### src/rtl/ram_2p_arb_pkg.sv
// ram_2p_arb_pkg: shared types for the two-port RAM request arbiter
package ram_2p_arb_pkg;

    localparam int MaxIdxW = 8;

    typedef enum logic {INIT, RUN} state_e;

    typedef struct packed {
        logic               valid;
        logic [MaxIdxW-1:0] idx;
    } port_sel_t;

    function automatic logic [MaxIdxW-1:0] wrap_inc(input logic [MaxIdxW-1:0] i, input int n);
        return (int'(i) + 1 >= n) ? '0 : i + MaxIdxW'(1);
    endfunction

endpackage

### src/rtl/ram_2p_rr_pick2.sv
// ram_2p_rr_pick2: rotate-priority picker returning the first two requesters found from ptr upward
module ram_2p_rr_pick2 import ram_2p_arb_pkg::*; #(
    parameter int NumReq = 4
) (
    input  logic [NumReq-1:0]  req,
    input  logic [MaxIdxW-1:0] ptr,
    output port_sel_t          first,
    output port_sel_t          second
);
    localparam int IdxW = $clog2(NumReq);

    logic [IdxW-1:0] j;

    always_comb begin
        first = '0;
        second = '0;
        j = '0;
        for (int k = 0; k < NumReq; k++) begin
            j = IdxW'((int'(ptr) + k) % NumReq);
            if (req[j] && !first.valid) first = '{valid: 1'b1, idx: MaxIdxW'(j)};
            else if (req[j] && !second.valid) second = '{valid: 1'b1, idx: MaxIdxW'(j)};
        end
    end

endmodule

### src/rtl/ram_2p_req_arb.sv
// ram_2p_req_arb: shares both ports of a two-port RAM among NumReq requesters,
// zero-filling the array after reset or on request before granting.
module ram_2p_req_arb import ram_2p_arb_pkg::*; #(
    parameter int  NumReq = 4,
    parameter int  Width  = 32,
    parameter int  Depth  = 128,
    localparam int Aw     = $clog2(Depth)
) (
    input  logic                          clk_i,
    input  logic                          rst_i,
    input  logic [NumReq-1:0]             req_i,
    input  logic [NumReq-1:0]             write_i,
    input  logic [NumReq-1:0][Aw-1:0]     addr_i,
    input  logic [NumReq-1:0][Width-1:0]  wdata_i,
    input  logic [NumReq-1:0][Width-1:0]  wmask_i,
    output logic [NumReq-1:0]             gnt_o,
    output logic [NumReq-1:0]             rvalid_o,
    output logic [NumReq-1:0][Width-1:0]  rdata_o,
    input  logic                          init_req_i,
    output logic                          init_busy_o,
    output logic                          ram_a_req_o,
    output logic                          ram_a_write_o,
    output logic [Aw-1:0]                 ram_a_addr_o,
    output logic [Width-1:0]              ram_a_wdata_o,
    output logic [Width-1:0]              ram_a_wmask_o,
    input  logic [Width-1:0]              ram_a_rdata_i,
    output logic                          ram_b_req_o,
    output logic                          ram_b_write_o,
    output logic [Aw-1:0]                 ram_b_addr_o,
    output logic [Width-1:0]              ram_b_wdata_o,
    output logic [Width-1:0]              ram_b_wmask_o,
    input  logic [Width-1:0]              ram_b_rdata_i
);
    if (Depth % 2 != 0 || Depth < 4) begin : g_bad_depth
        $error("Depth must be even and at least 4");
    end
    if (NumReq < 2 || NumReq > 2 ** MaxIdxW) begin : g_bad_numreq
        $error("NumReq out of range");
    end

    state_e                       state;
    logic [Aw-2:0]                cnt;
    logic [MaxIdxW-1:0]           ptr;
    port_sel_t                    first, second, tag_a, tag_b;
    logic [NumReq-1:0][Width-1:0] rdata_q;
    logic                         run, init, pa, pb, conflict, ca_write, cb_write;
    logic [Aw-1:0]                ca_addr, cb_addr;
    logic [Width-1:0]             ca_wdata, cb_wdata, ca_wmask, cb_wmask;

    ram_2p_rr_pick2 #(.NumReq(NumReq)) u_pick (
        .req    (req_i),
        .ptr    (ptr),
        .first  (first),
        .second (second)
    );

    always_comb begin
        ca_write = 1'b0;
        ca_addr = '0;
        ca_wdata = '0;
        ca_wmask = '0;
        cb_write = 1'b0;
        cb_addr = '0;
        cb_wdata = '0;
        cb_wmask = '0;
        for (int i = 0; i < NumReq; i++) begin
            if (first.idx == MaxIdxW'(i)) {ca_write, ca_addr, ca_wdata, ca_wmask} = {write_i[i], addr_i[i], wdata_i[i], wmask_i[i]};
            if (second.idx == MaxIdxW'(i)) {cb_write, cb_addr, cb_wdata, cb_wmask} = {write_i[i], addr_i[i], wdata_i[i], wmask_i[i]};
        end
        // Same word with any write on it: serve port A only, B retries next cycle
        conflict = ca_addr == cb_addr && (ca_write || cb_write);
        run = state == RUN && !rst_i && !init_req_i;
        init = state == INIT && !rst_i;
        pa = run && first.valid;
        pb = run && second.valid && !conflict;
        gnt_o = '0;
        for (int i = 0; i < NumReq; i++)
            gnt_o[i] = (pa && first.idx == MaxIdxW'(i)) || (pb && second.idx == MaxIdxW'(i));
        init_busy_o = rst_i || state == INIT;
        ram_a_req_o = init || pa;
        ram_a_write_o = init || ca_write;
        ram_a_addr_o = init ? {cnt, 1'b0} : ca_addr;
        ram_a_wdata_o = init ? '0 : ca_wdata;
        ram_a_wmask_o = init ? '1 : ca_wmask;
        ram_b_req_o = init || pb;
        ram_b_write_o = init || cb_write;
        ram_b_addr_o = init ? {cnt, 1'b1} : cb_addr;
        ram_b_wdata_o = init ? '0 : cb_wdata;
        ram_b_wmask_o = init ? '1 : cb_wmask;
    end

    always_comb begin
        rvalid_o = '0;
        rdata_o = '0;
        for (int i = 0; i < NumReq; i++) begin
            rvalid_o[i] = !rst_i && ((tag_a.valid && tag_a.idx == MaxIdxW'(i)) || (tag_b.valid && tag_b.idx == MaxIdxW'(i)));
            rdata_o[i] = rst_i ? '0 :
                         (tag_a.valid && tag_a.idx == MaxIdxW'(i)) ? ram_a_rdata_i :
                         (tag_b.valid && tag_b.idx == MaxIdxW'(i)) ? ram_b_rdata_i : rdata_q[i];
        end
    end

    always_ff @(posedge clk_i) begin
        if (rst_i) begin
            state <= INIT;
            cnt <= '0;
            ptr <= '0;
            tag_a <= '0;
            tag_b <= '0;
            rdata_q <= '0;
        end else begin
            if (state == INIT) begin
                cnt <= (cnt == (Aw-1)'(Depth / 2 - 1)) ? '0 : cnt + (Aw-1)'(1);
                if (cnt == (Aw-1)'(Depth / 2 - 1)) state <= RUN;
            end else if (init_req_i) begin
                state <= INIT;
                cnt <= '0;
            end
            if (pb) ptr <= wrap_inc(second.idx, NumReq);
            else if (pa) ptr <= wrap_inc(first.idx, NumReq);
            tag_a <= '{valid: pa && !ca_write, idx: first.idx};
            tag_b <= '{valid: pb && !cb_write, idx: second.idx};
            rdata_q <= rdata_o;
        end
    end

endmodule

### config.mk
export PLATFORM = sky130hd
export DESIGN_NAME = ram_2p_req_arb
export DESIGN_NICKNAME = d
export VERILOG_FILES = /design/src/rtl/ram_2p_arb_pkg.sv /design/src/rtl/ram_2p_rr_pick2.sv /design/src/rtl/ram_2p_req_arb.sv
export SDC_FILE = /design/constraint.sdc
export NUM_CORES = 1
export LEC_CHECK = 0
export ABC_AREA = 0
export CAP_MARGIN = 10
export CORE_AREA = 3 3 249 251
export CTS_CLUSTER_SIZE = 14
export DETAILED_ROUTE_END_ITERATION = 12
export DIE_AREA = 0 0 252 254
export HOLD_SLACK_MARGIN = 0.02
export PLACE_DENSITY = 0.56
export SYNTH_ARGS = -nofsm -noshare
export SYNTH_HDL_FRONTEND = slang
export SYNTH_HIERARCHICAL = 1
export SYNTH_SLANG_ARGS = --single-unit
### constraint.sdc
create_clock -name clk_i -period 5.6 [get_ports clk_i]
set_input_delay 0.84 -clock clk_i [delete_from_list [all_inputs] [get_ports clk_i]]
set_output_delay 0.84 -clock clk_i [all_outputs]
set_load 0.01 [all_outputs]
==> flow_metrics.tcl, run 1 <==
set metrics [dict create \
    synth_area_um2 12930 \
    setup_viol 0 \
    final_antenna_net_count 0 \
    max_stage_delay_ns 0.56 \
    wl_per_cell_um 25.39 \
    finClkSkew_ns 0.01449 \
    grt_overflow 0 \
    drive_gt1_frac 0.1005 \
    clock-sinks 155 \
    hold_viol_final 0 \
    swShare 0.2725 \
    outcome "completed" \
    holdWs_ns 0.5233 \
    worst_slew_pin_slew_ns 1.110 \
    powerDensity_nw_per_um2 141.3 \
    hold_buffers 0 \
    pwr-share-comb 0.231 \
    tritoncts "yes" \
    io_pins 642 \
    post-route-period-util 0.9793 \
    crit_type "in -> out" \
    post-place-ws_ns -0.4288 \
    irDropWorstVdd_mv 0.2083 \
    port-buffer-count 641 \
    p_seq_frac 0.363 \
    rsz0062_at_grt "true" \
    layout.cells.non_filler 3176 \
    syn_inst 1759 \
    max_clock_freq_mhz 182.3 \
    critPathTopFamily "buffers and inverters" \
    crit_slowest_cell "clkdlybuf4s50_1" \
    core_area_um2 60130 \
    antenna_found_initial 35 \
    relSlewSlack 0.2504 \
    grt_pass1_vias 16720 \
    grt_use_total 0.2392 \
    power.leakage_nw 7.934 \
    clk_pin_slew_ns 0.06 \
    min_period_ns 5.484 \
    drt-initial-drc-count 1302 \
    start_kind "input port" \
    syn_to_final_growth_pct 68.23 \
    die_area_um2 64010 \
    drt_first_pass_iters 6 \
    nets 2722 \
    die_x_um 252 \
    dpl.cell_count 3104 \
    drv_slew 0 \
    grt_first_pass_wirelength_mm 114.5 \
    internal_power_mw 2.236 \
    numCtsBuffers 17 \
    drc 0 \
    drt_wl_total_mm 80.64 \
    setup_tns_ns 0 \
    synth_area_per_cell_um2 7.351 \
    crit_buf_inv 8 \
    h-tree-depth 4 \
    grt_max_degree 221 \
    synth_warnings 6 \
    cts_buffer_depth 2 \
    crit_top_cell "buf_4" \
    cp-end-kind "output pin" \
    fp.dieH_um 254 \
    cp_max_fo 13 \
    crit_chain "clkdlybuf4s50_1 > buf_4 > o21ai_1 > a21oi_1 > nor2_2 > a2111oi_4 > buf_4 > inv_1 > ha_2 > buf_4 > nor4_4 > buf_6 > buf_12 > a221oi_1 > nor3_1 > a21oi_1 > nor2_1 > clkdlybuf4s50_1" \
    drv_cap 0 \
    gp_congestion 0.9522 \
    initial_utilization 0.2150 \
    vias_per_cell 5.395 \
    worstPathRequired_ns 4.76 \
    vias 17130 \
    worstSkewPairLatency_ns 0.45 \
    worstPathArrival_ns 4.64 \
    clkPwrFrac 0.406 \
    switchingPower_mw 0.8375 \
    rows 90 \
    root_buffer "clkbuf_16" \
    utilization 0.3617 \
    setup_ws_ns 0.1158 \
    hpwl_mm 61.97 \
    holdCritPathClass "reg -> reg" \
]
==> state kept, by name, indices dropped and copies added (netlist names) <==
name / count
tag_a: 9
cnt: 6
rdata_q: 128
tag_b: 9
state: 1
ptr: 2
==> worst paths after layout <==
path,to,startpoint,slack [ns],cells after the start
worst max-delay path,ram_b_wdata_o[6],req_i[3],0.12,18
worst min-delay path,state,cnt[5],0.52,2
worst max register to register,tag_b[8],ptr[1],1.73,19
worst min register to register,state,cnt[5],0.52,2
==> repair_timing <==
action	in CTS	in global routing
resized for setup	46	28
pin swaps	10	10
buffers inserted	1	11
setup endpoints to repair	73	113
hold endpoints to repair	0	0
cloned	0	1
==> power by group through the flow <==
stage               combinational, mW  sequential [mW]  clock [mW]
floorplan                       0.186             1.14           0
global placement                0.681             1.14           0
detailed placement              0.682             1.14           0
CTS                             0.693             1.12        1.29
global route                    0.752             1.12        1.33
finish                          0.710             1.12        1.25
==> per-stage QoR <==
step | total power [mW] | cell area, um^2
4_1_cts | 3.097 | 21470
6_report | 3.073 | 21750
5_1_grt | 3.198 | 21750
3_5_place_dp | 1.824 | 20750
2_1_floorplan | 1.324 | 12970
3_3_place_gp | 1.822 | 20750
==> layout by cell type, fill, tap and decap left out, types with 5 or more instances in the layout <==
master and n:
clkdlybuf4s50_1 620, nor2_1 338, a211oi_1 257, dfxtp_1 155, mux2i_1 137, a221oi_1 132
buf_4 113, nand2_1 106, a21oi_1 81, nor3_1 69, o311ai_0 42, diode_2 27
o21ai_0 27, buf_12 26, clkbuf_16 18, nor2b_1 16, inv_1 14, o311ai_1 14
nand3b_1 12, conb_1 12, nand2b_1 9, dlygate4sd2_1 9, o311ai_2 8, a32o_1 8
o21ai_1 8, and2_1 6, buf_6 6, inv_6 5
==> worst min-delay path: cells and delay by family, from the launching register on <==
kind / cells / cell delay (ns)
compound gates: 1 / 0.06
flops: 1 / 0.35
simple gates: 1 / 0.07
==> layout make-up <==
type / count / area (um^2)
fill: 6269 / 38380
multi-input combinational: 1384 / 9117
timing repair buffer: 780 / 7802
sequential: 155 / 3103
tap: 782 / 978.4
clock buffer: 20 / 466.7
clock inverter: 12 / 156.4
antenna: 27 / 67.56
inverter: 16 / 60.06
==> metal layers <==
layer	share of wire	GRT usage	up-vias	wire [um]
met5	0.00058	0	-	47
met4	0.040	0.1063	6	3258
met3	0.086	0.06704	133	6906
met2	0.47	0.3991	815	37950
met1	0.40	0.2870	8248	32470
li1	-	-	7932	-
Power figures use the tool's default switching activity.
==> run 2: changes to the inputs <==
Settings changed: CTS_BUF_LIST from default to sky130_fd_sc_hd__clkbuf_4 sky130_fd_sc_hd__clkbuf_8 sky130_fd_sc_hd__clkbuf_16.
==> results of run 2 <==
The final DEF is identical to that of run 1; final timing and power are the same.
